--- src/rtl/core_mem_arbiter.sv ---
// Round-robin arbiter sharing one memory port between instruction fetch and
// load/store. One transaction at a time: IDLE (grant) -> BUSY (wait ack) -> RESP (ack pulse).
module core_mem_arbiter #(
    parameter int XLEN           = 32,
    parameter int TIMEOUT_CYCLES = 255
) (
    input  logic            i_clk,
    input  logic            i_rst_n,
    input  logic [XLEN-1:0] i_instr_addr,
    input  logic            i_instr_req,
    output logic [XLEN-1:0] o_instr_data,
    output logic            o_instr_ack,
    input  logic [XLEN-1:0] i_data_addr,
    input  logic [XLEN-1:0] i_data_wr_data,
    input  logic [1:0]      i_data_mask,
    input  logic            i_data_wr_en,
    input  logic            i_data_req,
    output logic [XLEN-1:0] o_data_rd_data,
    output logic            o_data_ack,
    output logic [XLEN-1:0] o_mem_addr,
    output logic [XLEN-1:0] o_mem_wr_data,
    output logic [1:0]      o_mem_mask,
    output logic            o_mem_wr_en,
    output logic            o_mem_req,
    input  logic [XLEN-1:0] i_mem_rd_data,
    input  logic            i_mem_ack,
    output logic            o_err
);

    localparam int CNT_W = $clog2(TIMEOUT_CYCLES + 1);

    typedef enum logic [1:0] {S_IDLE, S_BUSY, S_RESP} state_t;

    state_t            state_q, state_d;
    logic              last_gnt_q, last_gnt_d;  // 1 = data side granted last
    logic              gnt_data_q, gnt_data_d;
    logic [CNT_W-1:0]  cnt_q, cnt_d;
    logic [XLEN-1:0]   mem_addr_q, mem_addr_d;
    logic [XLEN-1:0]   mem_wr_data_q, mem_wr_data_d;
    logic [1:0]        mem_mask_q, mem_mask_d;
    logic              mem_wr_en_q, mem_wr_en_d;
    logic              mem_req_q, mem_req_d;
    logic [XLEN-1:0]   instr_data_q, instr_data_d;
    logic              instr_ack_q, instr_ack_d;
    logic [XLEN-1:0]   data_rd_data_q, data_rd_data_d;
    logic              data_ack_q, data_ack_d;
    logic              err_q, err_d;

    logic any_req, pick_data, timeout;

    // On a tie the side that did not win last time goes first.
    assign any_req   = i_instr_req | i_data_req;
    assign pick_data = i_data_req & (~i_instr_req | ~last_gnt_q);
    assign timeout   = (cnt_q >= CNT_W'(TIMEOUT_CYCLES));

    always_ff @(posedge i_clk) begin
        if (!i_rst_n) begin
            state_q        <= S_IDLE;
            last_gnt_q     <= 1'b1;
            gnt_data_q     <= 1'b0;
            cnt_q          <= '0;
            mem_addr_q     <= '0;
            mem_wr_data_q  <= '0;
            mem_mask_q     <= '0;
            mem_wr_en_q    <= 1'b0;
            mem_req_q      <= 1'b0;
            instr_data_q   <= '0;
            instr_ack_q    <= 1'b0;
            data_rd_data_q <= '0;
            data_ack_q     <= 1'b0;
            err_q          <= 1'b0;
        end else begin
            state_q        <= state_d;
            last_gnt_q     <= last_gnt_d;
            gnt_data_q     <= gnt_data_d;
            cnt_q          <= cnt_d;
            mem_addr_q     <= mem_addr_d;
            mem_wr_data_q  <= mem_wr_data_d;
            mem_mask_q     <= mem_mask_d;
            mem_wr_en_q    <= mem_wr_en_d;
            mem_req_q      <= mem_req_d;
            instr_data_q   <= instr_data_d;
            instr_ack_q    <= instr_ack_d;
            data_rd_data_q <= data_rd_data_d;
            data_ack_q     <= data_ack_d;
            err_q          <= err_d;
        end
    end

    always_comb begin
        state_d = state_q;
        case (state_q)
            S_IDLE:  if (any_req) state_d = S_BUSY;
            S_BUSY:  if (i_mem_ack || timeout) state_d = S_RESP;
            S_RESP:  state_d = S_IDLE;
            default: state_d = S_IDLE;
        endcase
    end

    always_comb begin
        last_gnt_d     = last_gnt_q;
        gnt_data_d     = gnt_data_q;
        cnt_d          = cnt_q;
        mem_addr_d     = mem_addr_q;
        mem_wr_data_d  = mem_wr_data_q;
        mem_mask_d     = mem_mask_q;
        mem_wr_en_d    = mem_wr_en_q;
        mem_req_d      = 1'b0;
        instr_data_d   = instr_data_q;
        instr_ack_d    = 1'b0;
        data_rd_data_d = data_rd_data_q;
        data_ack_d     = 1'b0;
        err_d          = err_q;
        case (state_q)
            S_IDLE: begin
                if (any_req) begin
                    gnt_data_d = pick_data;
                    last_gnt_d = pick_data;
                    mem_req_d  = 1'b1;
                    cnt_d      = '0;
                    if (pick_data) begin
                        mem_addr_d    = i_data_addr;
                        mem_wr_data_d = i_data_wr_data;
                        mem_mask_d    = i_data_mask;
                        mem_wr_en_d   = i_data_wr_en;
                    end else begin
                        mem_addr_d    = i_instr_addr;
                        mem_wr_data_d = '0;
                        mem_mask_d    = 2'd2;
                        mem_wr_en_d   = 1'b0;
                    end
                end
            end
            S_BUSY: begin
                if (i_mem_ack) begin
                    if (gnt_data_q) begin
                        data_rd_data_d = i_mem_rd_data;
                        data_ack_d     = 1'b1;
                    end else begin
                        instr_data_d = i_mem_rd_data;
                        instr_ack_d  = 1'b1;
                    end
                end else if (timeout) begin
                    // Abort still acks the requester so the core cannot stall forever.
                    err_d = 1'b1;
                    if (gnt_data_q) begin
                        data_rd_data_d = '0;
                        data_ack_d     = 1'b1;
                    end else begin
                        instr_data_d = '0;
                        instr_ack_d  = 1'b1;
                    end
                end else begin
                    mem_req_d = 1'b1;
                    cnt_d     = cnt_q + CNT_W'(1);
                end
            end
            default: ;
        endcase
    end

    assign o_instr_data   = instr_data_q;
    assign o_instr_ack    = instr_ack_q;
    assign o_data_rd_data = data_rd_data_q;
    assign o_data_ack     = data_ack_q;
    assign o_mem_addr     = mem_addr_q;
    assign o_mem_wr_data  = mem_wr_data_q;
    assign o_mem_mask     = mem_mask_q;
    assign o_mem_wr_en    = mem_wr_en_q;
    assign o_mem_req      = mem_req_q;
    assign o_err          = err_q;

endmodule

--- config.mk ---
export PLATFORM = sky130hd
export DESIGN_NAME = core_mem_arbiter
export DESIGN_NICKNAME = d
export VERILOG_FILES = /design/src/rtl/core_mem_arbiter.sv
export SDC_FILE = /design/constraint.sdc
export NUM_CORES = 1
export LEC_CHECK = 0
export CAP_MARGIN = 20
export CORE_MARGIN = 1.5
export CORE_UTILIZATION = 44
export DETAILED_ROUTE_END_ITERATION = 10
export PLACE_DENSITY = 0.87
export SLEW_MARGIN = 20
export SYNTH_ARGS = -nofsm -noshare
export SYNTH_HDL_FRONTEND = slang
export SYNTH_SLANG_ARGS = --single-unit
--- constraint.sdc ---
create_clock -name i_clk -period 3.8 [get_ports i_clk]
set_input_delay 0.76 -clock i_clk [delete_from_list [all_inputs] [get_ports i_clk]]
set_output_delay 0.76 -clock i_clk [all_outputs]
set_load 0.03 [all_outputs]
==> results of run 1 <==
flip-flops by register name, indices dropped and copies added (netlist names):
register,flops
o_err,1
o_instr_ack,1
o_mem_req,1
gnt_data_q,1
o_mem_wr_en,1
o_mem_mask,2
cnt_q,8
o_mem_wr_data,32
o_data_rd_data,32
o_data_ack,1
o_instr_data,32
state_q,2
o_mem_addr,32
last_gnt_q,1
per-stage QoR:
step           hold slack, ns    util
6_report               0.4623  0.7324
3_3_place_gp           0.4451  0.6833
5_1_grt                0.4732  0.7324
3_5_place_dp           0.4528  0.6833
4_1_cts                0.4664  0.7324
2_1_floorplan          0.4311       -
worst max-delay path, cell delays in order:
cell	delay (ns)
sky130_fd_sc_hd__clkdlybuf4s50_1	0.52
sky130_fd_sc_hd__a21bo_1	0.59
sky130_fd_sc_hd__nor4_4	0.29
sky130_fd_sc_hd__buf_4	0.46
sky130_fd_sc_hd__a22oi_1	0.13
sky130_fd_sc_hd__nor2b_1	0.14
cell families after synthesis:
logic type,after synthesis,synth area share
compound gates,160,0.2761
fa+ha+maj,1,0.002261
buf+inv,52,0.04364
flops,147,0.5319
simple gates,168,0.1461
layout by cell type, fill, tap and decap left out, drive strengths merged, types with 2 or more instances in the layout:
cell,netlist,routed
o21ai,6,6
dfxtp,147,147
clkinvlp,0,2
clkdlybuf4s50,0,269
nand3,35,35
and4,2,2
a22oi,34,34
clkbuf,28,23
a21oi,9,9
and3,3,3
o211a,32,32
nor3,3,3
clkinv,0,4
nor2b,31,31
inv,4,4
nand2,73,73
a31oi,6,6
a32o,64,64
and2,3,3
nor2,14,14
buf,20,12
bufinv,0,3
nand2b,2,2
power groups by stage:
stage / sequential (uW) / combinational, uW / clock [uW]
6_report: 1680 / 750 / 1670
5_1_grt: 1690 / 797 / 1760
4_1_cts: 1680 / 755 / 1700
3_5_place_dp: 1710 / 751 / 0
3_3_place_gp: 1700 / 734 / 0
2_1_floorplan: 1850 / 247 / 0
final timing paths:
check	slack (ns)	start	endpoint
max	1.22	i_data_req	o_mem_wr_data[10]$_SDFFE_PN0P_
min	0.46	o_data_rd_data[31]$_SDFFE_PN0P_	o_data_rd_data[31]$_SDFFE_PN0P_
max reg2reg	1.76	last_gnt_q$_SDFFE_PN1P_	o_mem_wr_data[10]$_SDFFE_PN0P_
min reg2reg	0.46	o_data_rd_data[31]$_SDFFE_PN0P_	o_data_rd_data[31]$_SDFFE_PN0P_
cell type report:
| type | instances | area, sq um | share of cell area |
|---|---|---|---|
| sequential | 147 | 2943 | 0.3304 |
| inverter | 4 | 15.01 | 0.001686 |
| tap | 168 | 210.2 | 0.02360 |
| clock buffer | 23 | 467.9 | 0.05254 |
| clock inverter | 9 | 128.9 | 0.01447 |
| multi-input combinational | 329 | 2362 | 0.2652 |
| timing repair buffer | 281 | 2780 | 0.3121 |
per-layer routing:
layer,GRT usage,vias up
met1,0.2604,2555
li1,-,2483
met2,0.4397,220
met3,0.07169,36
met4,0.1029,0
met5,0,-
==> metrics.log, run 1 <==
[metrics] status: finished clean
[metrics] Horiz. Die Dim: 115.1 um
[metrics] core outline area: between 0.01 and 0.015 sq mm
[metrics] Cell Int Power: a little over 3000 uW
[metrics] Final Worst Setup Slack: roughly 1.2 ns
[metrics] worst hold-check path type: reg -> reg
[metrics] die height: around 120 um
[metrics] number of nets in the finished design: ~900
[metrics] H-tree levels: 4
[metrics] count of buffers added by post-CTS timing repair for setup: 0
[metrics] DPL Wire Length: 11520 um
[metrics] number of non-filler instances in the completed layout: 961
[metrics] Longest Clk Path Bufs: 2
[metrics] gr usage total: 0.2416
[metrics] total number of vias: around 5300
[metrics] highest layer used for signal routing: met4
[metrics] number of warnings printed during yosys synthesis: 0
[metrics] Clock power frac: 0.408
[metrics] length of routed met2 wiring: approximately 8500 um
[metrics] final setup violation count: 0
[metrics] Final Critical Period: about 2.6 ns
[metrics] per-cell via count in the routed design: about 5.5
[metrics] Initial DRT Pass Iterations: 4
[metrics] drt drc: 0
[metrics] wire length on met1: around 6300 um
[metrics] number of instances in the placed design: approximately 930
[metrics] count of buffers from port buffering: 270
[metrics] number of sinks handled by clock tree synthesis: about 150
[metrics] fin area: 0.008907 sq mm
[metrics] total placed instance area: roughly 0.0083 sq mm
[metrics] top cell type by total area after synthesis: sky130_fd_sc_hd__dfxtp_1
[metrics] number of antenna violations at the first check in global routing: 0
[metrics] fraction of synthesis flops using an asynchronous set or reset pin: 0
[metrics] std cell rows: 40
[metrics] power per unit of standard cell area: ~460 mW/mm^2
[metrics] sequential element share of the synthesized area: 0.5319
[metrics] final antenna diode count: 0
[metrics] Fin Setup TNS: 0 ns
[metrics] Maximum Capacitance Violations: 0
[metrics] synth top area cells: sky130_fd_sc_hd__dfxtp_1 (53%), sky130_fd_sc_hd__a32o_1 (12%), sky130_fd_sc_hd__o211a_1 (5.8%), sky130_fd_sc_hd__nand2_1 (5.0%), sky130_fd_sc_hd__a22oi_2 (4.5%)
[metrics] post-synth design cell area: about 0.0055 sq mm
[metrics] number of CTS-inserted buffers: 17
[metrics] RePlAce Congestion: about 0.77
[metrics] total wirelength of the detailed-routed design: 16340 um
[metrics] Logic pwr share: 0.183
[metrics] fraction of post-synthesis cell area in the top cell type by area: 0.5319
[metrics] switching part of the total: 0.2579
[metrics] met3 layer wire length in the routed design: ~1100 um
[metrics] timing-limited maximum frequency: 387.1 MHz
[metrics] count of mapped cells out of synthesis: 528
[metrics] leading cell types by count after synthesis: sky130_fd_sc_hd__dfxtp_1 (147), sky130_fd_sc_hd__nand2_1 (73), sky130_fd_sc_hd__a32o_1 (64)
[metrics] post-synthesis to final-layout area growth: 60.99%
[metrics] drt initial violations: approximately 400
[metrics] Post-Syn Area per Cell: between 10 and 15 sq um
[metrics] CTS tree: yes
[metrics] pin count of the biggest net entering global routing: 65
[metrics] number of top-level pins: around 270
[metrics] Crit path required time: approximately 4.1 ns
[metrics] critical path start-end classification: in -> reg
[metrics] Worst setup EP type: flop
[metrics] Worst Reg2Reg Path Length in Cells: 5
[metrics] overall power consumption: 4098 uW
[metrics] top-count cell post-synth: sky130_fd_sc_hd__dfxtp_1
[metrics] setup slack at placement: slightly below 0.8 ns
[metrics] hold-critical path depth: 1
[metrics] Resize count post-CTS: 0
[metrics] sequential share of power: 0.409
[metrics] cts-stage hold buffer count: 0
[metrics] total of flip-flops plus latches after synthesis: 147
[metrics] fillcell total: 881
[metrics] clock root buffer master: sky130_fd_sc_hd__clkbuf_16
[metrics] max-slew violations: 0
[metrics] Clock Latency Late Sink: slightly above 0.4 ns
[metrics] count of distinct cell types in the synthesized netlist: 38
[metrics] Post-synth top flop: sky130_fd_sc_hd__dfxtp_1
[metrics] post-synth net total: ~670
[metrics] net switching component of the power: between 1000 and 1500 uW
[metrics] setup repair after global routing missed its margin: false
[metrics] pin slew with the least headroom to its limit: ~1 ns
[metrics] antenna violation net count after detailed routing: 0
[metrics] maximum fanout along the worst path: 37
[metrics] final routed wire length divided by cell count: about 17 um
[metrics] critical path startpoint category: primary input
[metrics] EDFF count, synth: 0
[metrics] clock-pin slew of the registers on the worst-case setup and hold paths: around 0.06 ns
[metrics] IR drop worst, VDD: between 0.3 and 0.4 mV
[metrics] effective utilization at floorplan: 0.4549
[metrics] leakage power: 0.003488 uW
[metrics] wire length of the first global-routing pass: approximately 25000 um
[metrics] Die ar.: around 0.013 sq mm
[metrics] arrival time at the worst endpoint: roughly 3 ns
[metrics] final cycle utilization of the critical path: 0.6798
[metrics] Slew Limit Headroom: 0.3166
[metrics] layout cells sized above 1: 0.08701
[metrics] vias in the first global route: roughly 5300
[metrics] residual overflow from global routing: 0
[metrics] setup clock skew after layout: approximately 0.0067 ns
[metrics] count of endpoints failing hold in the final timing report: 0
No activity file was read; power rests on OpenSTA's default activity.
==> inputs of run 2 (changes only) <==
--- a/config.mk
+++ b/config.mk
@@ -7,9 +7,9 @@
 export LEC_CHECK = 0
 export CAP_MARGIN = 20
 export CORE_MARGIN = 1.5
-export CORE_UTILIZATION = 44
+export CORE_UTILIZATION = 37
 export DETAILED_ROUTE_END_ITERATION = 10
-export PLACE_DENSITY = 0.87
+export PLACE_DENSITY = 0.78
 export SLEW_MARGIN = 20
 export SYNTH_ARGS = -nofsm -noshare
 export SYNTH_HDL_FRONTEND = slang
==> constraint.sdc (replaced) <==
create_clock -name i_clk -period 2.2 [get_ports i_clk]
set_input_delay 0.44 -clock i_clk [delete_from_list [all_inputs] [get_ports i_clk]]
set_output_delay 0.44 -clock i_clk [all_outputs]
set_load 0.03 [all_outputs]
==> run 2 against run 1 <==
Compared with the run above:
- global-route usage fell by 3.4 points
- register-to-register slack worse by 1.4 ns
- utilization decreased by 11 points
- first-iteration DRC count decreased by 24%
- routed wire length is 1.1% higher
- combinational power increased by 77%
- non-clock buffer count rose by 3
- sequential power increased by 72%
- largest cell class unchanged
- largest power group is now the clock network
==> metrics.log, run 2 (synthesis results as in run 1) <==
[metrics] status: finished clean
[metrics] final antenna diode count: 0 (unchanged)
[metrics] RePlAce Congestion: 0.7847 (+2.0%)
[metrics] final setup violation count: 0 (unchanged)
[metrics] gr usage total: 0.2075 (-0.03407)
[metrics] Max stage delay on crit path: 0.71 ns (+0.12 ns)
[metrics] Final Critical Period: 1.926 ns
[metrics] routing usage on met2: 0.3703 (-0.06938)
[metrics] setup clock skew after layout: 0.004636 ns (-0.002050 ns)
[metrics] maximum fanout along the worst path: 2 (-95%)
[metrics] wire length of the first global-routing pass: 26380 um (+5.4%)
[metrics] count of buffers added by post-CTS timing repair for setup: 0 (unchanged)
[metrics] commonest cells after routing, fill and taps aside: sky130_fd_sc_hd__clkdlybuf4s50_1 (269), sky130_fd_sc_hd__dfxtp_1 (147), sky130_fd_sc_hd__nand2_1 (73)
[metrics] std cell rows: 44 (+10%)
[metrics] count of endpoints failing hold in the final timing report: 0 (unchanged)
[metrics] Maximum Capacitance Violations: 0 (unchanged)
[metrics] timing-limited maximum frequency: about 520 MHz
[metrics] number of sinks handled by clock tree synthesis: 147 (unchanged)
[metrics] arrival time at the worst endpoint: 1.49 ns (-1.44 ns)
[metrics] cell family contributing the most delay on the critical path: buffers and inverters
[metrics] clock-pin slew of the registers on the worst-case setup and hold paths: 0.06 ns (about the same)
[metrics] met1 usage in global routing: 0.2364 (-0.02401)
[metrics] power per unit of standard cell area: 801.9 mW/mm^2 (+74%)
[metrics] total placed instance area: 0.008428 sq mm (+1.4%)
[metrics] critical hold path startpoint: i_rst_n
[metrics] DPL Wire Length: 11460 um (-0.49%)
[metrics] setup repair after global routing missed its margin: false
[metrics] worst hold path endpoint: last_gnt_q$_SDFFE_PN1P_
[metrics] core outline area: 0.01459 sq mm (+20%)
[metrics] antenna violation net count after detailed routing: 0 (unchanged)
[metrics] launch point of the worst reg-to-reg path: cnt_q[0]$_SDFFE_PN0P_
[metrics] final cycle utilization of the critical path: 0.8756
[metrics] Fin Setup TNS: 0 ns (unchanged)
[metrics] Worst Reg2Reg Path Length in Cells: 6 (+1)
[metrics] Initial DRT Pass Iterations: 5 (+1)
[metrics] clock root buffer master: sky130_fd_sc_hd__clkbuf_16
[metrics] CTS tree: yes
[metrics] post-synthesis to final-layout area growth: 63.64%
[metrics] Clock Latency Late Sink: 0.41 ns (about the same)
[metrics] Die ar.: 0.01570 sq mm (+18%)
[metrics] endpoint of the lowest-slack register-to-register path: o_data_rd_data[19]$_SDFFE_PN0P_
[metrics] die height: 125.3 um (+8.8%)
[metrics] count of buffers from port buffering: 270 (unchanged)
[metrics] hold-critical path depth: 2 (+1)
[metrics] cts-stage hold buffer count: 0 (unchanged)
[metrics] drt initial violations: 311 (-24%)
[metrics] setup slack of the worst register-to-register path: 0.33 ns (-1.43 ns)
[metrics] critical path startpoint category: flop
[metrics] overall power consumption: 7260 uW (+77%)
[metrics] fin area: 0.009054 sq mm (+1.6%)
[metrics] residual overflow from global routing: 0 (unchanged)
[metrics] multi-input gate area in the final layout: 0.002362 sq mm (unchanged)
[metrics] area of all sequential standard cells: 0.002943 sq mm (unchanged)
[metrics] H-tree levels: 4 (unchanged)
[metrics] leakage power: 0.003537 uW (+1.4%)
[metrics] buffers plus inverters on the worst setup path: 1 (-1)
[metrics] critical path start-end classification: reg -> out
[metrics] number of CTS-inserted buffers: 17 (unchanged)
[metrics] total number of vias: 5267 (-0.51%)
[metrics] ordered cell list for the critical path: clkdlybuf4s50_1
[metrics] Longest Clk Path Bufs: 2 (unchanged)
[metrics] Slew Limit Headroom: 0.6386 (+0.3220)
[metrics] number of top-level pins: 271 (unchanged)
[metrics] global routing's busiest layer: met2
[metrics] per-cell via count in the routed design: 5.374 (-2.4%)
[metrics] vias in the first global route: 5156 (-1.9%)
[metrics] IR drop worst, VDD: 0.5747 mV (+90%)
[metrics] max-slew violations: 0 (unchanged)
[metrics] setup slack at placement: 0.08333 ns (-0.6930 ns)
[metrics] final routed wire length divided by cell count: 16.86 um (-0.86%)
[metrics] library cell contributing the largest single delay on the critical path: sky130_fd_sc_hd__clkdlybuf4s50_1
[metrics] Final Worst Setup Slack: 0.2737 ns (-0.9429 ns)
[metrics] Horiz. Die Dim: 125.3 um (+8.8%)
[metrics] number of antenna violations at the first check in global routing: 0 (unchanged)
[metrics] fillcell total: 1164 (+32%)
[metrics] most frequent standard cell in the layout excluding fill and tap cells: sky130_fd_sc_hd__clkdlybuf4s50_1
[metrics] M3 GR Usage: 0.04964 (-0.02206)
[metrics] worst hold-check path type: in -> reg
[metrics] pin slew with the least headroom to its limit: 0.5420 ns (-0.4831 ns)
[metrics] layout cells sized above 1: 0.09548 (+0.008466)
[metrics] Worst setup EP type: primary output
[metrics] number of nets in the finished design: 920 (+0.33%)
[metrics] effective utilization at floorplan: 0.3792 (-0.07569)
[metrics] total wirelength of the detailed-routed design: 16520 um (+1.1%)
[metrics] Crit path required time: 1.76 ns (-2.38 ns)
[metrics] drt drc: 0 (unchanged)
[metrics] pin count of the biggest net entering global routing: 67 (+3.1%)
[metrics] Resize count post-CTS: 0 (unchanged)
==> run 2: cell type report <==
type | count | share of cell area
inverter | 4 | 0.001658
timing repair buffer | 284 | 0.3179
clock inverter | 13 | 0.01907
clock buffer | 19 | 0.05003
sequential | 147 | 0.3250
multi-input combinational | 329 | 0.2609
tap | 184 | 0.02543
==> run 2: metal layers <==
metal / vias up / wire, um
li1: 2489 / -
met1: 2509 / 6584
met2: 235 / 8492
met3: 34 / 972
met4: 0 / 470
met5: - / 0
==> run 2: worst reg2reg max path, cell delays in order (launching register included) <==
cell,delay [ns]
sky130_fd_sc_hd__dfxtp_1,0.40
sky130_fd_sc_hd__ha_1,0.23
sky130_fd_sc_hd__and3_1,0.32
sky130_fd_sc_hd__a21o_1,0.23
sky130_fd_sc_hd__a21oi_2,0.07
sky130_fd_sc_hd__buf_4,0.25
sky130_fd_sc_hd__a32o_1,0.27
==> run 2: power by group <==
group	internal (uW)	total (uW)	switching (uW)
combinational	636	1330	698
clock	1870	3030	1170
sequential	2810	2890	86.7
total	5310	7260	1950
==> run 2: metrics by stage <==
| stage | utilization | hold slack [ns] | instances |
|---|---|---|---|
| 3_3_place_gp | 0.5777 | 0.4442 | 948 |
| 4_1_cts | 0.6206 | 0.3017 | 980 |
| 3_5_place_dp | 0.5777 | 0.4551 | 948 |
| 6_report | 0.6206 | 0.3108 | 980 |
| 5_1_grt | 0.6206 | 0.3210 | 980 |
| 2_1_floorplan | - | 0.4311 | 528 |
==> run 2: how the worst max path moves through the flow <==
stage / startpoint / to / depth (start not counted)
after global placement: i_instr_req / o_mem_wr_data[3]$_SDFFE_PN0P_ / 6
after global routing: cnt_q[1]$_SDFFE_PN0P_ / o_data_rd_data[19]$_SDFFE_PN0P_ / 6
after detailed placement: i_instr_req / o_mem_wr_data[10]$_SDFFE_PN0P_ / 6
after floorplan: cnt_q[0]$_SDFFE_PN0P_ / cnt_q[5]$_SDFFE_PN0P_ / 5
final: o_data_rd_data[17]$_SDFFE_PN0P_ / o_data_rd_data[17] / 1
after CTS: o_mem_wr_data[4]$_SDFFE_PN0P_ / o_mem_wr_data[4] / 1
==> inputs of run 3 (changes only) <==
--- a/config.mk
+++ b/config.mk
@@ -7,9 +7,9 @@
 export LEC_CHECK = 0
 export CAP_MARGIN = 20
 export CORE_MARGIN = 1.5
-export CORE_UTILIZATION = 37
+export CORE_UTILIZATION = 40
 export DETAILED_ROUTE_END_ITERATION = 10
-export PLACE_DENSITY = 0.78
+export PLACE_DENSITY = 0.8
 export SLEW_MARGIN = 20
 export SYNTH_ARGS = -nofsm -noshare
 export SYNTH_HDL_FRONTEND = slang
==> constraint.sdc (replaced) <==
create_clock -name i_clk -period 1.9 [get_ports i_clk]
set_input_delay 0.38 -clock i_clk [delete_from_list [all_inputs] [get_ports i_clk]]
set_output_delay 0.38 -clock i_clk [all_outputs]
set_load 0.03 [all_outputs]
==> run 3 against run 2 <==
Compared with the run above:
- combinational power is 18% higher
- hold slack improved by 0.014 ns
- via count up 0.63%
- total power increased by 12%
- flip-flop and latch count unchanged
- non-clock buffer count rose by 8
- cell count shrank 0.10%
- clock skew up 0.0057 ns
- clock power rose by 5%
- critical path depth unchanged
- global-route usage increased by 2.0 points
- highest routed layer unchanged
==> metrics.log, run 3 (synthesis results as in run 1) <==
[metrics] vias in the first global route: 5248 (+1.8%)
[metrics] effective utilization at floorplan: 0.4145 (+0.03527)
[metrics] power per unit of standard cell area: 894.6 mW/mm^2 (+12%)
[metrics] CTS tree: yes
[metrics] Slew Limit Headroom: 0.6245 (-0.01414)
[metrics] share of the core filled with cells in the final layout: 0.6789 (+0.05836)
[metrics] Final Worst Setup Slack: 0.03586 ns (-0.2378 ns)
[metrics] setup slack of the worst register-to-register path: 0.06 ns (-0.27 ns)
[metrics] die height: 120.6 um (-3.7%)
[metrics] buffers plus inverters on the worst setup path: 1 (unchanged)
[metrics] launch point of the worst reg-to-reg path: cnt_q[1]$_SDFFE_PN0P_
[metrics] Cell Int Power: 5903 uW (+11%)
[metrics] drt drc: 0 (unchanged)
[metrics] pin slew with the least headroom to its limit: 0.5612 ns (+0.01915 ns)
[metrics] DPL Wire Length: 11860 um (+3.5%)
[metrics] count of buffers from port buffering: 270 (unchanged)
[metrics] Crit path required time: 1.52 ns (-0.24 ns)
[metrics] number of CTS-inserted buffers: 17 (unchanged)
[metrics] overall power consumption: 8107 uW (+12%)
[metrics] number of sinks handled by clock tree synthesis: 147 (unchanged)
[metrics] Hold WS: 0.3244 ns (+0.01360 ns)
[metrics] final setup violation count: 0 (unchanged)
[metrics] worst hold-check path type: in -> reg
[metrics] Initial DRT Pass Iterations: 6 (+1)
[metrics] leakage power: 0.003596 uW (+1.6%)
[metrics] residual overflow from global routing: 0 (unchanged)
[metrics] critical hold path startpoint: i_rst_n
[metrics] critical path startpoint category: flop
[metrics] hold-critical path depth: 3 (+1)
[metrics] library cell contributing the largest single delay on the critical path: sky130_fd_sc_hd__clkdlybuf4s50_1
[metrics] IR drop worst, VDD: 0.4333 mV (-25%)
[metrics] total placed instance area: 0.008468 sq mm (+0.48%)
[metrics] critical path start-end classification: reg -> out
[metrics] Clock Latency Late Sink: 0.42 ns (about the same)
[metrics] Max stage delay on crit path: 0.70 ns (about the same)
[metrics] number of top-level pins: 271 (unchanged)
[metrics] most frequent standard cell in the layout excluding fill and tap cells: sky130_fd_sc_hd__clkdlybuf4s50_1
[metrics] layout cells sized above 1: 0.1034 (+0.007885)
[metrics] pin count of the biggest net entering global routing: 65 (-3.0%)
[metrics] drt initial violations: 371 (+19%)
[metrics] cell family contributing the most delay on the critical path: buffers and inverters
[metrics] final antenna diode count: 0 (unchanged)
[metrics] std cell rows: 42 (-4.5%)
[metrics] ordered cell list for the critical path: clkdlybuf4s50_1
[metrics] status: finished clean
[metrics] clock root buffer master: sky130_fd_sc_hd__clkbuf_16
[metrics] Worst setup EP type: primary output
[metrics] wire length of the first global-routing pass: 26180 um (-0.76%)
[metrics] Maximum Capacitance Violations: 0 (unchanged)
[metrics] RePlAce Congestion: 0.8035 (+2.4%)
[metrics] Logic pwr share: 0.194 (+0.010)
[metrics] endpoint of the lowest-slack register-to-register path: o_instr_data[23]$_SDFFE_PN0P_
[metrics] cts-stage hold buffer count: 0 (unchanged)
[metrics] fin area: 0.009062 sq mm (about the same)
[metrics] setup slack at placement: -0.1085 ns (-0.1919 ns)
[metrics] core outline area: 0.01335 sq mm (-8.5%)
[metrics] Die ar.: 0.01455 sq mm (-7.3%)
[metrics] Worst Reg2Reg Path Length in Cells: 6 (unchanged)
[metrics] number of antenna violations at the first check in global routing: 0 (unchanged)
[metrics] per-cell via count in the routed design: 5.414 (+0.73%)
[metrics] gr usage total: 0.2277 (+0.02013)
[metrics] post-synthesis to final-layout area growth: 63.79% (about the same)
[metrics] final cycle utilization of the critical path: 0.9811
[metrics] Longest Clk Path Bufs: 2 (unchanged)
[metrics] timing-limited maximum frequency: about 540 MHz
[metrics] antenna violation net count after detailed routing: 0 (unchanged)
[metrics] Clock power frac: 0.393 (-0.025)
[metrics] switching part of the total: 0.2719 (+0.003059)
[metrics] maximum fanout along the worst path: 2 (unchanged)
[metrics] worst hold path endpoint: o_mem_wr_data[1]$_SDFFE_PN0P_
[metrics] Final Critical Period: 1.864 ns
[metrics] commonest cells after routing, fill and taps aside: sky130_fd_sc_hd__clkdlybuf4s50_1 (267), sky130_fd_sc_hd__dfxtp_1 (147), sky130_fd_sc_hd__nand2_1 (73)
[metrics] count of endpoints failing hold in the final timing report: 0 (unchanged)
[metrics] number of nets in the finished design: 928 (+0.87%)
[metrics] total wirelength of the detailed-routed design: 16850 um (+2.0%)
[metrics] Horiz. Die Dim: 120.6 um (-3.7%)
[metrics] net switching component of the power: 2204 uW (+13%)
[metrics] final routed wire length divided by cell count: 17.22 um (+2.1%)
[metrics] setup clock skew after layout: 0.01036 ns (+0.005724 ns)
[metrics] clock-pin slew of the registers on the worst-case setup and hold paths: 0.06 ns (about the same)
[metrics] H-tree levels: 4 (unchanged)
[metrics] max-slew violations: 0 (unchanged)
[metrics] sequential share of power: 0.413 (+0.015)
[metrics] arrival time at the worst endpoint: 1.48 ns (about the same)
[metrics] total number of vias: 5300 (+0.63%)
[run 3: routing by layer]
layer	GRT usage	share of wire	vias to the layer above	wire length, um
li1	-	-	2505	-
met1	0.2547	0.39	2508	6490
met2	0.4048	0.51	247	8619
met3	0.06226	0.075	40	1263
met4	0.09706	0.028	0	480
met5	0	0	-	0
[run 3: layout make-up]
type | instances | area [sq um]
clock buffer | 20 | 466.7
timing repair buffer | 292 | 2955
sequential | 147 | 2943
fill | 1024 | 4285
tap | 176 | 220.2
inverter | 4 | 15.01
clock inverter | 11 | 100.1
multi-input combinational | 329 | 2362
[run 3: worst max path at each step]
stage	to	slack, ns	start	cells past startpoint
2_1_floorplan	cnt_q[5]$_SDFFE_PN0P_	0.23	cnt_q[0]$_SDFFE_PN0P_	5
3_3_place_gp	o_mem_wr_data[1]$_SDFFE_PN0P_	-0.02	i_instr_req	6
3_5_place_dp	o_mem_wr_data[11]$_SDFFE_PN0P_	-0.11	i_instr_req	6
4_1_cts	o_mem_addr[2]	0.01	o_mem_addr[2]$_SDFFE_PN0P_	1
5_1_grt	o_instr_data[23]$_SDFFE_PN0P_	-0.02	cnt_q[1]$_SDFFE_PN0P_	6
6_report	o_mem_wr_data[26]	0.04	o_mem_wr_data[26]$_SDFFE_PN0P_	1
[run 3: timing repair]
item	CTS	global route
gates resized for setup	0	2
buffers inserted	0	3
setup endpoints to repair	0	3
[run 3: power groups by stage]
stage	clock, uW	combinational, uW	sequential, uW
after floorplan	0	493	3700
after global placement	0	1530	3410
after detailed placement	0	1560	3420
after CTS	3250	1570	3350
after global routing	3410	1670	3370
final	3190	1570	3350
[run 3: stage by stage]
stage	std cells	setup TNS (ns)
finish	979	0
floorplan	528	0
detailed placement	945	-2.207
global route	979	-0.1345
CTS	976	0
global placement	945	-0.2698
==> variant: new RTL, settings of run 3 <==
Change the parameter `XLEN` from 32 to 40.
--- a/src/rtl/core_mem_arbiter.sv
+++ b/src/rtl/core_mem_arbiter.sv
@@ -3,3 +3,3 @@
 module core_mem_arbiter #(
-    parameter int XLEN           = 32,
+    parameter int XLEN           = 40,
     parameter int TIMEOUT_CYCLES = 255
Ports: changed (8 resized); port bits go from 271 to 335. The function was not compared with the original's and may differ.
==> variant against run 3 <==
Power is 13% higher; synthesized area is 19% higher; design area is 19% higher; critical path depth stayed put; hold slack better by 0.056 ns; setup slack better by 0.015 ns; sequential cell count is 32 higher; synthesized cell count is 21% higher; wire length is 19% higher; largest cell class unchanged; largest power group unchanged; highest routed layer unchanged.
==> variant: results (changes against run 3) <==
| Metric | Value |
|---|---|
| Routed via count | 6,289 (was 5,300) |
| Met3 WL | 1710 um (was 1263 um) |
| Routed WL per cell | 16.91 um (was 17.22 um) |
| Gpl congestion | 0.7600 (was 0.8035) |
| Post-Place Cell Area | 10,250 um2 (was 8468 um2) |
| Max-slew headroom | 66.53% (was 62.45%) |
| R2R setup slack | 0.13 ns (was 0.06 ns) |
| Number of global-route vias before repair | 6,062 (was 5,248) |
| Post-synthesis sequential area ratio | 54.65% (was 53.19%) |
| GR Layer Usage met3 | 7.777% (was 6.226%) |
| Met2 wire len | 10,150 um (was 8619 um) |
| Pre-antenna DRT Iters | 5 (was 6) |
| P_leak | 4.324 nW (was 3.596 nW) |
| R2r endpoint | o_instr_data[31] (was o_instr_data[23]) |
| Hold Crit Endpoint | last_gnt_q (was o_mem_wr_data[1]) |
| # fillers | 1,275 (was 1,024) |
| Crit path from | o_mem_wr_data[21] (was o_mem_wr_data[26]) |
| DRT iter0 DRCs | 315 (was 371) |
| CP max stage delay | 0.72 ns (was 0.70 ns) |
| Synthesized net count | 807 (was 665) |
| Initial antenna violation count | 1 (was 0) |
| Min Hold Slack | 0.3799 ns (was 0.3244 ns) |
| Clk_skew | 0.01043 ns (was 0.01036 ns) |
| Met1 wire length | 7545 um (was 6490 um) |
| Outcome | complete, no violations (unchanged) |
| Pin count of the biggest net entering global routing | 73 (was 65) |
| Unique masters post-synth | 37 (was 38) |
| Worst ir drop on vdd | 0.5791 mV (was 0.4333 mV) |
variant: cell count changes after synthesis, sizes merged:
cell    delta
a32o      +16
nor2b      -8
o211a      +8
dfxtp     +32
buf        -2
nor2      +16
clkbuf    +16
nand2     +16
a22oi      +8
nand3      +8
variant: cell type report:
cell class,count,area (um2),area share [%]
clock buffer,22,464.2,4.296
clock inverter,10,75.07,0.6948
timing repair buffer,365,3679,34.04
inverter,4,15.01,0.1390
tap,216,270.3,2.501
multi-input combinational,393,2716,25.14
antenna,1,2.502,0.02316
sequential,179,3583,33.16
variant: power by group:
part	switching (W)	total, W	internal [W]
registers	0.000110	0.00406	0.00395
logic	0.000999	0.00192	0.000918
clock network	0.00144	0.00320	0.00175
variant: how the worst max path moves through the flow:
stage	cells after the start	endpoint	slack, ns
after floorplan	5	cnt_q[5]	0.23
after detailed placement	6	o_mem_wr_data[35]	-0.13
final	1	o_mem_wr_data[21]	0.05
after global placement	6	o_mem_addr[2]	-0.06
after global routing	1	o_mem_addr[3]	0.003
after CTS	1	o_mem_addr[10]	0.01
variant: through the flow:
stage          std cells  setup slack, ns  power, W
2_1_floorplan        638           0.2326  0.005086
3_3_place_gp        1157         -0.05564  0.006039
3_5_place_dp        1157          -0.1268  0.006063
4_1_cts             1189          0.01249  0.009261
5_1_grt             1190         0.003054  0.009577
6_report            1190          0.05128  0.009179
variant: worst reg2reg max path: cells and delay by family (launching register included):
kind | cells | cell delay [ns]
AOI/OAI and AO/OA | 3 | 0.60
adders and majority gates | 1 | 0.25
buffers and inverters | 1 | 0.24
DFF | 1 | 0.35
and+or+nand+nor | 1 | 0.28
variant: timing repair:
action | in CTS | in global routing
endpoints found under the setup margin | 0 | 5
resized for setup | 0 | 4
hold buffers | 0 | 0
